===== src/rtl/crp16_alu_adder_pipe_if.sv =====
`default_nettype none
// ============================================================================
// Module   : crp16_alu_adder_pipe_if
// Purpose  : Operand/result bundle for the CRP16 pipelined adder/subtractor.
//            Carries the operand beat (valid/ready, x, y, op, c_in) and the
//            result beat (valid/ready, r_out plus N/Z/C/V flags).
// Modports : master - producer of operands and consumer of results
//            slave  - the adder pipeline itself
// Options  : CRP16_ADDER_SAT_EN adds the per-beat 'sat' (saturate) bit.
// Revision : 1.0 - initial release
// ============================================================================
interface crp16_alu_adder_pipe_if #(
    parameter int WIDTH = 16
);
    // Operand side
    logic             in_valid;
    logic             in_ready;
    logic [WIDTH-1:0] x;
    logic [WIDTH-1:0] y;
    logic [1:0]       op;
    logic             c_in;
`ifdef CRP16_ADDER_SAT_EN
    logic             sat;
`endif

    // Result side
    logic             out_valid;
    logic             out_ready;
    logic [WIDTH-1:0] r_out;
    logic             c_out;
    logic             v_out;
    logic             n_out;
    logic             z_out;

`ifdef CRP16_ADDER_SAT_EN
    modport master (
        output in_valid, x, y, op, c_in, sat, out_ready,
        input  in_ready, out_valid, r_out, c_out, v_out, n_out, z_out
    );

    modport slave (
        input  in_valid, x, y, op, c_in, sat, out_ready,
        output in_ready, out_valid, r_out, c_out, v_out, n_out, z_out
    );
`else
    modport master (
        output in_valid, x, y, op, c_in, out_ready,
        input  in_ready, out_valid, r_out, c_out, v_out, n_out, z_out
    );

    modport slave (
        input  in_valid, x, y, op, c_in, out_ready,
        output in_ready, out_valid, r_out, c_out, v_out, n_out, z_out
    );
`endif

endinterface
`default_nettype wire


===== src/rtl/crp16_alu_adder_pipe.sv =====
`default_nettype none
// ============================================================================
// Module   : crp16_alu_adder_pipe
// Purpose  : Pipelined WIDTH-bit adder/subtractor for the CRP16 ALU. The carry
//            chain is cut into SEG_W-bit segments, one segment per register
//            stage, so the latency is STAGES = WIDTH/SEG_W cycles with a
//            throughput of one beat per cycle.
//            op: 00 ADD (x+y), 01 SUB (x+~y+1), 10 ADC (x+y+c_in),
//                11 SBC (x+~y+c_in). c_out is the raw carry out of the MSB,
//                so for SUB/SBC c_out = 1 means "no borrow".
// Ports    : clock - rising-edge clock
//            reset - asynchronous, active-high reset
//            bus   - crp16_alu_adder_pipe_if.slave (operand/result handshakes,
//                    operands, op, carry-in, result and N/Z/C/V flags)
// Options  : CRP16_ADDER_SAT_EN - adds bus.sat; when set on a beat, a signed
//            overflow clamps the result to the signed max/min.
// Revision : 1.0 - initial release
// ============================================================================
module crp16_alu_adder_pipe #(
    parameter int WIDTH = 16,
    parameter int SEG_W = 4
) (
    input  wire logic               clock,
    input  wire logic               reset,
    crp16_alu_adder_pipe_if.slave   bus
);

    localparam int c_stages = WIDTH / SEG_W;
    localparam int c_last   = c_stages - 1;
    localparam int c_msb    = WIDTH - 1;

    localparam logic [WIDTH-1:0] c_smax = {1'b0, {(WIDTH-1){1'b1}}};
    localparam logic [WIDTH-1:0] c_smin = {1'b1, {(WIDTH-1){1'b0}}};

    // Reject configurations where the segments do not tile the word exactly.
    if ((SEG_W < 1) || (WIDTH % SEG_W != 0)) begin : g_cfg_check
        $error("crp16_alu_adder_pipe: WIDTH must be a multiple of SEG_W");
    end

    // ------------------------------------------------------------------------
    // Pipeline registers. Entry k holds the beat after segment k was added;
    // entry c_last is the output register.
    // ------------------------------------------------------------------------
    logic             r_vld [c_stages];
    logic [WIDTH-1:0] r_a   [c_stages];   // operand A travelling with the beat
    logic [WIDTH-1:0] r_b   [c_stages];   // effective operand B
    logic [WIDTH-1:0] r_res [c_stages];   // partial result (final at c_last)
    logic             r_cy  [c_stages];   // running carry out of segment k
`ifdef CRP16_ADDER_SAT_EN
    logic             r_sat [c_stages];
`endif
    logic             r_v;
    logic             r_n;
    logic             r_z;

    // ------------------------------------------------------------------------
    // Combinational stage inputs/outputs
    // ------------------------------------------------------------------------
    logic             w_adv;
    logic             w_inv;
    logic [WIDTH-1:0] w_b_eff;
    logic             w_cin0;

    logic             w_vld_in [c_stages];
    logic [WIDTH-1:0] w_a_in   [c_stages];
    logic [WIDTH-1:0] w_b_in   [c_stages];
    logic [WIDTH-1:0] w_res_in [c_stages];
    logic             w_cy_in  [c_stages];
`ifdef CRP16_ADDER_SAT_EN
    logic             w_sat_in [c_stages];
`endif

    logic [SEG_W:0]   w_seg     [c_stages];
    logic [WIDTH-1:0] w_res_out [c_stages];
    logic             w_cy_out  [c_stages];

    logic             w_ovf;
    logic [WIDTH-1:0] w_final;
    logic             w_n;
    logic             w_z;

    // Every stage moves together: the pipe only stalls when a finished
    // result is sitting in the output register and nobody takes it.
    assign w_adv = ~r_vld[c_last] | bus.out_ready;

    // Odd ops subtract; ADD/SUB supply their own carry-in (0 / 1), the
    // carry-using ops take it from the c_in operand.
    assign w_inv   = bus.op[0];
    assign w_b_eff = bus.y ^ {WIDTH{w_inv}};
    assign w_cin0  = bus.op[1] ? bus.c_in : w_inv;

    // Stage inputs: stage 0 from the operand port, stage k from register k-1.
    always_comb begin
        w_vld_in[0] = bus.in_valid;
        w_a_in[0]   = bus.x;
        w_b_in[0]   = w_b_eff;
        w_res_in[0] = '0;
        w_cy_in[0]  = w_cin0;
`ifdef CRP16_ADDER_SAT_EN
        w_sat_in[0] = bus.sat;
`endif
        for (int k = 1; k < c_stages; k++) begin
            w_vld_in[k] = r_vld[k-1];
            w_a_in[k]   = r_a[k-1];
            w_b_in[k]   = r_b[k-1];
            w_res_in[k] = r_res[k-1];
            w_cy_in[k]  = r_cy[k-1];
`ifdef CRP16_ADDER_SAT_EN
            w_sat_in[k] = r_sat[k-1];
`endif
        end
    end

    // Per-stage segment adder: stage k only fills bits [k*SEG_W +: SEG_W].
    always_comb begin
        for (int k = 0; k < c_stages; k++) begin
            w_seg[k] = {1'b0, w_a_in[k][k*SEG_W +: SEG_W]}
                     + {1'b0, w_b_in[k][k*SEG_W +: SEG_W]}
                     + {{SEG_W{1'b0}}, w_cy_in[k]};
            w_res_out[k]                    = w_res_in[k];
            w_res_out[k][k*SEG_W +: SEG_W]  = w_seg[k][SEG_W-1:0];
            w_cy_out[k]                     = w_seg[k][SEG_W];
        end
    end

    // Last stage: overflow from the effective operands, optional clamp, then
    // N/Z taken from the value that is actually registered.
    always_comb begin
        w_ovf   = (w_a_in[c_last][c_msb] == w_b_in[c_last][c_msb]) &
                  (w_res_out[c_last][c_msb] != w_a_in[c_last][c_msb]);
        w_final = w_res_out[c_last];
`ifdef CRP16_ADDER_SAT_EN
        // Both operands share a sign on overflow, so A's sign gives direction.
        if (w_sat_in[c_last] && w_ovf) begin
            w_final = w_a_in[c_last][c_msb] ? c_smin : c_smax;
        end
`endif
        w_n = w_final[c_msb];
        w_z = (w_final == '0);
    end

    // ------------------------------------------------------------------------
    // Registers. Data only loads with a valid beat, so after reset the output
    // register keeps reading zero until the first real result arrives, and
    // bubbles leave the previous data in place.
    // ------------------------------------------------------------------------
    always_ff @(posedge clock or posedge reset) begin
        if (reset) begin
            for (int k = 0; k < c_stages; k++) begin
                r_vld[k] <= 1'b0;
                r_a[k]   <= '0;
                r_b[k]   <= '0;
                r_res[k] <= '0;
                r_cy[k]  <= 1'b0;
`ifdef CRP16_ADDER_SAT_EN
                r_sat[k] <= 1'b0;
`endif
            end
            r_v <= 1'b0;
            r_n <= 1'b0;
            r_z <= 1'b0;
        end else if (w_adv) begin
            for (int k = 0; k < c_stages; k++) begin
                r_vld[k] <= w_vld_in[k];
                if (w_vld_in[k]) begin
                    r_a[k]   <= w_a_in[k];
                    r_b[k]   <= w_b_in[k];
                    r_res[k] <= (k == c_last) ? w_final : w_res_out[k];
                    r_cy[k]  <= w_cy_out[k];
`ifdef CRP16_ADDER_SAT_EN
                    r_sat[k] <= w_sat_in[k];
`endif
                end
            end
            if (w_vld_in[c_last]) begin
                r_v <= w_ovf;
                r_n <= w_n;
                r_z <= w_z;
            end
        end
    end

    // ------------------------------------------------------------------------
    // Outputs
    // ------------------------------------------------------------------------
    assign bus.in_ready  = w_adv;
    assign bus.out_valid = r_vld[c_last];
    assign bus.r_out     = r_res[c_last];
    assign bus.c_out     = r_cy[c_last];
    assign bus.v_out     = r_v;
    assign bus.n_out     = r_n;
    assign bus.z_out     = r_z;

endmodule
`default_nettype wire


===== src/flat_wrapper.sv =====
// flat-port wrapper written by rule: the top's interface ports become plain ports
module crp16_alu_adder_pipe_flat 
#(
    parameter int WIDTH = 16,
    parameter int SEG_W = 4
)
  (clock, reset, bus_in_valid, bus_x, bus_y, bus_op, bus_c_in, bus_out_ready, bus_in_ready, bus_out_valid, bus_r_out, bus_c_out, bus_v_out, bus_n_out, bus_z_out);
  crp16_alu_adder_pipe_if #(.WIDTH(WIDTH)) bus_i ();
  input  wire logic clock;
  input  wire logic reset;
  input wire logic [$bits(bus_i.in_valid)-1:0] bus_in_valid;
  input wire logic [$bits(bus_i.x)-1:0] bus_x;
  input wire logic [$bits(bus_i.y)-1:0] bus_y;
  input wire logic [$bits(bus_i.op)-1:0] bus_op;
  input wire logic [$bits(bus_i.c_in)-1:0] bus_c_in;
  input wire logic [$bits(bus_i.out_ready)-1:0] bus_out_ready;
  output wire logic [$bits(bus_i.in_ready)-1:0] bus_in_ready;
  output wire logic [$bits(bus_i.out_valid)-1:0] bus_out_valid;
  output wire logic [$bits(bus_i.r_out)-1:0] bus_r_out;
  output wire logic [$bits(bus_i.c_out)-1:0] bus_c_out;
  output wire logic [$bits(bus_i.v_out)-1:0] bus_v_out;
  output wire logic [$bits(bus_i.n_out)-1:0] bus_n_out;
  output wire logic [$bits(bus_i.z_out)-1:0] bus_z_out;
  assign bus_i.in_valid = bus_in_valid;
  assign bus_i.x = bus_x;
  assign bus_i.y = bus_y;
  assign bus_i.op = bus_op;
  assign bus_i.c_in = bus_c_in;
  assign bus_i.out_ready = bus_out_ready;
  assign bus_in_ready = bus_i.in_ready;
  assign bus_out_valid = bus_i.out_valid;
  assign bus_r_out = bus_i.r_out;
  assign bus_c_out = bus_i.c_out;
  assign bus_v_out = bus_i.v_out;
  assign bus_n_out = bus_i.n_out;
  assign bus_z_out = bus_i.z_out;
  crp16_alu_adder_pipe #(.WIDTH(WIDTH), .SEG_W(SEG_W)) u_core (.clock(clock), .reset(reset), .bus(bus_i));
endmodule

===== config.mk =====
export PLATFORM = sky130hd
export DESIGN_NAME = crp16_alu_adder_pipe_flat
export DESIGN_NICKNAME = d
export VERILOG_FILES = /design/src/rtl/crp16_alu_adder_pipe_if.sv /design/src/rtl/crp16_alu_adder_pipe.sv /design/src/flat_wrapper.sv
export SDC_FILE = /design/constraint.sdc
export NUM_CORES = 1
export LEC_CHECK = 0
export ABC_AREA = 1
export BUFFER_PORTS_ARGS = -buffer_cell sky130_fd_sc_hd__buf_2
export CAP_MARGIN = 5
export CORE_MARGIN = 2
export CORE_UTILIZATION = 54
export CTS_BUF_LIST = sky130_fd_sc_hd__clkbuf_4 sky130_fd_sc_hd__clkbuf_8
export CTS_CLUSTER_DIAMETER = 120
export CTS_CLUSTER_SIZE = 24
export DETAILED_ROUTE_END_ITERATION = 8
export GPL_ROUTABILITY_DRIVEN = 0
export HOLD_SLACK_MARGIN = 0.02
export PLACE_DENSITY_LB_ADDON = 0.2
export SYNTH_ARGS = -nofsm -noshare
export SYNTH_HDL_FRONTEND = slang
export SYNTH_SLANG_ARGS = --single-unit

===== constraint.sdc =====
create_clock -name clock -period 6.8 [get_ports clock]
set_clock_uncertainty 0.2 [all_clocks]
set_input_delay 0.34 -clock clock [delete_from_list [all_inputs] [get_ports clock]]
set_output_delay 0.34 -clock clock [all_outputs]
set_load 0.03 [all_outputs]

==> reports/metrics.cfg <==
[outcome]
outcome = complete, no violations

[setup_path]
worstReg2RegStart = u_core.r_cy[1]
cp-startpoint = u_core.r_cy[1]
ff2ff_setup_slack_ns = 4.67
reg2reg_depth = 8
end_kind = flop
endpoint = u_core.bus.z_out
timing.rr.end = u_core.bus.z_out
start_kind = flop
criticalPathCategory = flop to flop
cp_data_arrival_time_ns = 2.18
required_ns = 6.85
cp_max_fo = 2

[placed_design]
port_buffers = 60
hpwl_um = 5450

[die]
die_h_um = 96.3
die_w_um = 96.3
coreArea_mm2 = 0.00826
io-pin-count = 61
initial_core_util = 0.557
rows = 33
floorplan.die_area_mm2 = 0.00928

[synth]
synth_cells = 490
ys_seq_area_frac = 0.533
synth_area_mm2 = 0.00460
synth_area_per_cell_um2 = 9.39
ys_seq_elements = 98
synth_cell_types = 24
yosys_warnings = 0
synth_fp_nets = 549

[global_routing]
grt_usage = 0.191
antenna_found_initial = 0
grt_max_degree = 58
grt_pass1_wl_um = 13600
grt_overflow = 0
grt_pass1_vias = 2867

[finish]
area_delta_synth_final_pct = 12.2
mostFrequentLayoutCell = nand2_1
antennaDiodeCount = 0
fin_util = 0.625
final_cell_mix = nand2_1 (162), dfrtp_1 (98), buf_2 (60)
drive_above_1_share = 0.170
nets = 600

[routing]
dr_wl_met2_um = 3280
firstDrtPassIters = 4
wl_met3_um = 301
wl_um = 7750
vias_per_cell = 4.73
highest_layer = met4
wl_per_cell_um = 11.9
drt_iter0_markers = 102
drc = 0
antenna_left = 0
num_vias = 3082
wl_met1_um = 4080

[run]
maxCapViolations = 0

[pwr]
ir_drop_mv = 0.191
p_leak_nw = 2.67
power.density_mw_per_mm2 = 427

[timing]
finalSetupViolCount = 0
maxSlewViolCount = 0
max_freq_mhz = 470
rsz0062_at_grt = no
slew_headroom = 0.541
worstMarginPinSlew_ns = 0.689
min_period_ns = 2.13
tns_ns = 0
hold_viol_final = 0
fin_crit_sh = 0.313

[worst_hold_path]
min_path_type = input pin to flop
holdPathStages = 4

[clock_network]
clock-sinks = 98
clk_latency_ns = 0.36
tritoncts = yes
clock_path_buffers = 2
cts_inserted_buffers = 9
h-tree-depth = 3
root_buffer = clkbuf_8
cts_setup_buffers = 0
clk_pin_slew_ns = 0.09

==> how the worst min path moves through the flow <==
stage / start / endpoint / slack, ns
6_report: bus_y[14] / u_core.r_b[62] / 0.06
3_3_place_gp: u_core.bus.r_out[13] / u_core.bus.r_out[13] / 0.25
4_1_cts: bus_y[14] / u_core.r_b[62] / 0.05
2_1_floorplan: u_core.r_a[47] / u_core.r_a[47] / 0.24
3_5_place_dp: reset / u_core.r_a[62] / 0.26
5_1_grt: bus_y[14] / u_core.r_b[62] / 0.06
==> flip-flops by register name, summed over array words and instances, names as in the netlist <==
name                  flops
u_core.bus.out_valid      1
u_core.bus.c_out          1
u_core.r_vld              3
u_core.bus.v_out          1
u_core.bus.r_out         15
u_core.r_cy               3
u_core.bus.z_out          1
u_core.bus.n_out          1
u_core.r_res             24
u_core.r_a               24
u_core.r_b               24
==> cells in the mapped netlist (all sizes together) <==
| library cell | n | share of area |
|---|---|---|
| a21oi | 8 | 0.0087 |
| buf | 34 | 0.053 |
| dfrtp | 98 | 0.53 |
| fa | 8 | 0.035 |
| ha | 12 | 0.033 |
| inv | 44 | 0.037 |
| mux2 | 1 | 0.0024 |
| nand2 | 162 | 0.13 |
| nand3 | 11 | 0.012 |
| nand3b | 3 | 0.0049 |
| nand4 | 1 | 0.0014 |
| nor2 | 17 | 0.030 |
| o21a | 1 | 0.0016 |
| o21ai | 71 | 0.081 |
| xnor2 | 8 | 0.015 |
| xor2 | 11 | 0.021 |
==> what timing repair did <==
action | in CTS | in global routing
hold endpoints to repair | 53 | 0
hold buffers | 13 | 0
gates resized for setup | 0 | 0
==> report_power, final <==
part           internal (mW)  leakage [nW]  switching [mW]
clock network          0.232         0.120           0.190
logic                  0.298          1.32           0.558
registers              0.811          1.23           0.116
total                   1.34          2.67           0.864
==> critical path, stage by stage, from the launching register on <==
cell	delay (ns)
dfrtp_1	0.41
fa_1	0.47
fa_1	0.40
nand2_1	0.08
inv_1	0.04
o21ai_0	0.24
nor2_1	0.08
nand2_1	0.06
nand2_1	0.04
==> routing by layer <==
layer,vias to the layer above,global-route usage
met5,-,0
met4,0,0.0669
met3,6,0.0345
met2,69,0.281
met1,1382,0.287
li1,1625,-
==> stage by stage <==
step                std cells  cell area, µm²  hold WS, ns  power (mW)  setup WS [ns]
floorplan                 490            4600        0.242        1.66           3.70
global placement          622            4800        0.252        1.76           4.48
detailed placement        622            4800        0.256        1.79           4.42
CTS                       651            5160       0.0474        2.23           4.66
global route              651            5160       0.0629        2.40           4.52
finish                    651            5160       0.0571        2.21           4.67
==> logic make-up (layout without fill, tap and decap cells) <==
group | Yosys count | in the layout | synth area share
xor gates and xnor gates | 19 | 19 | 0.0362
AOI/OAI and AO/OA | 80 | 80 | 0.0916
and+or+nand+nor | 194 | 194 | 0.180
buffers and inverters | 78 | 134 | 0.0897
muxes | 1 | 1 | 0.00245
adders and majority gates | 20 | 20 | 0.0674
DFF | 98 | 98 | 0.533
==> cell type report <==
class / count / area [µm²]
Multi-Input combinational cell: 314 / 1740
Clock buffer: 12 / 159
Fill cell: 700 / 3090
Inverter: 44 / 171
Sequential cell: 98 / 2450
Clock inverter: 4 / 73.8
Timing Repair Buffer: 74 / 438
Tap cell: 105 / 131
(Power assumes the default switching activity.)
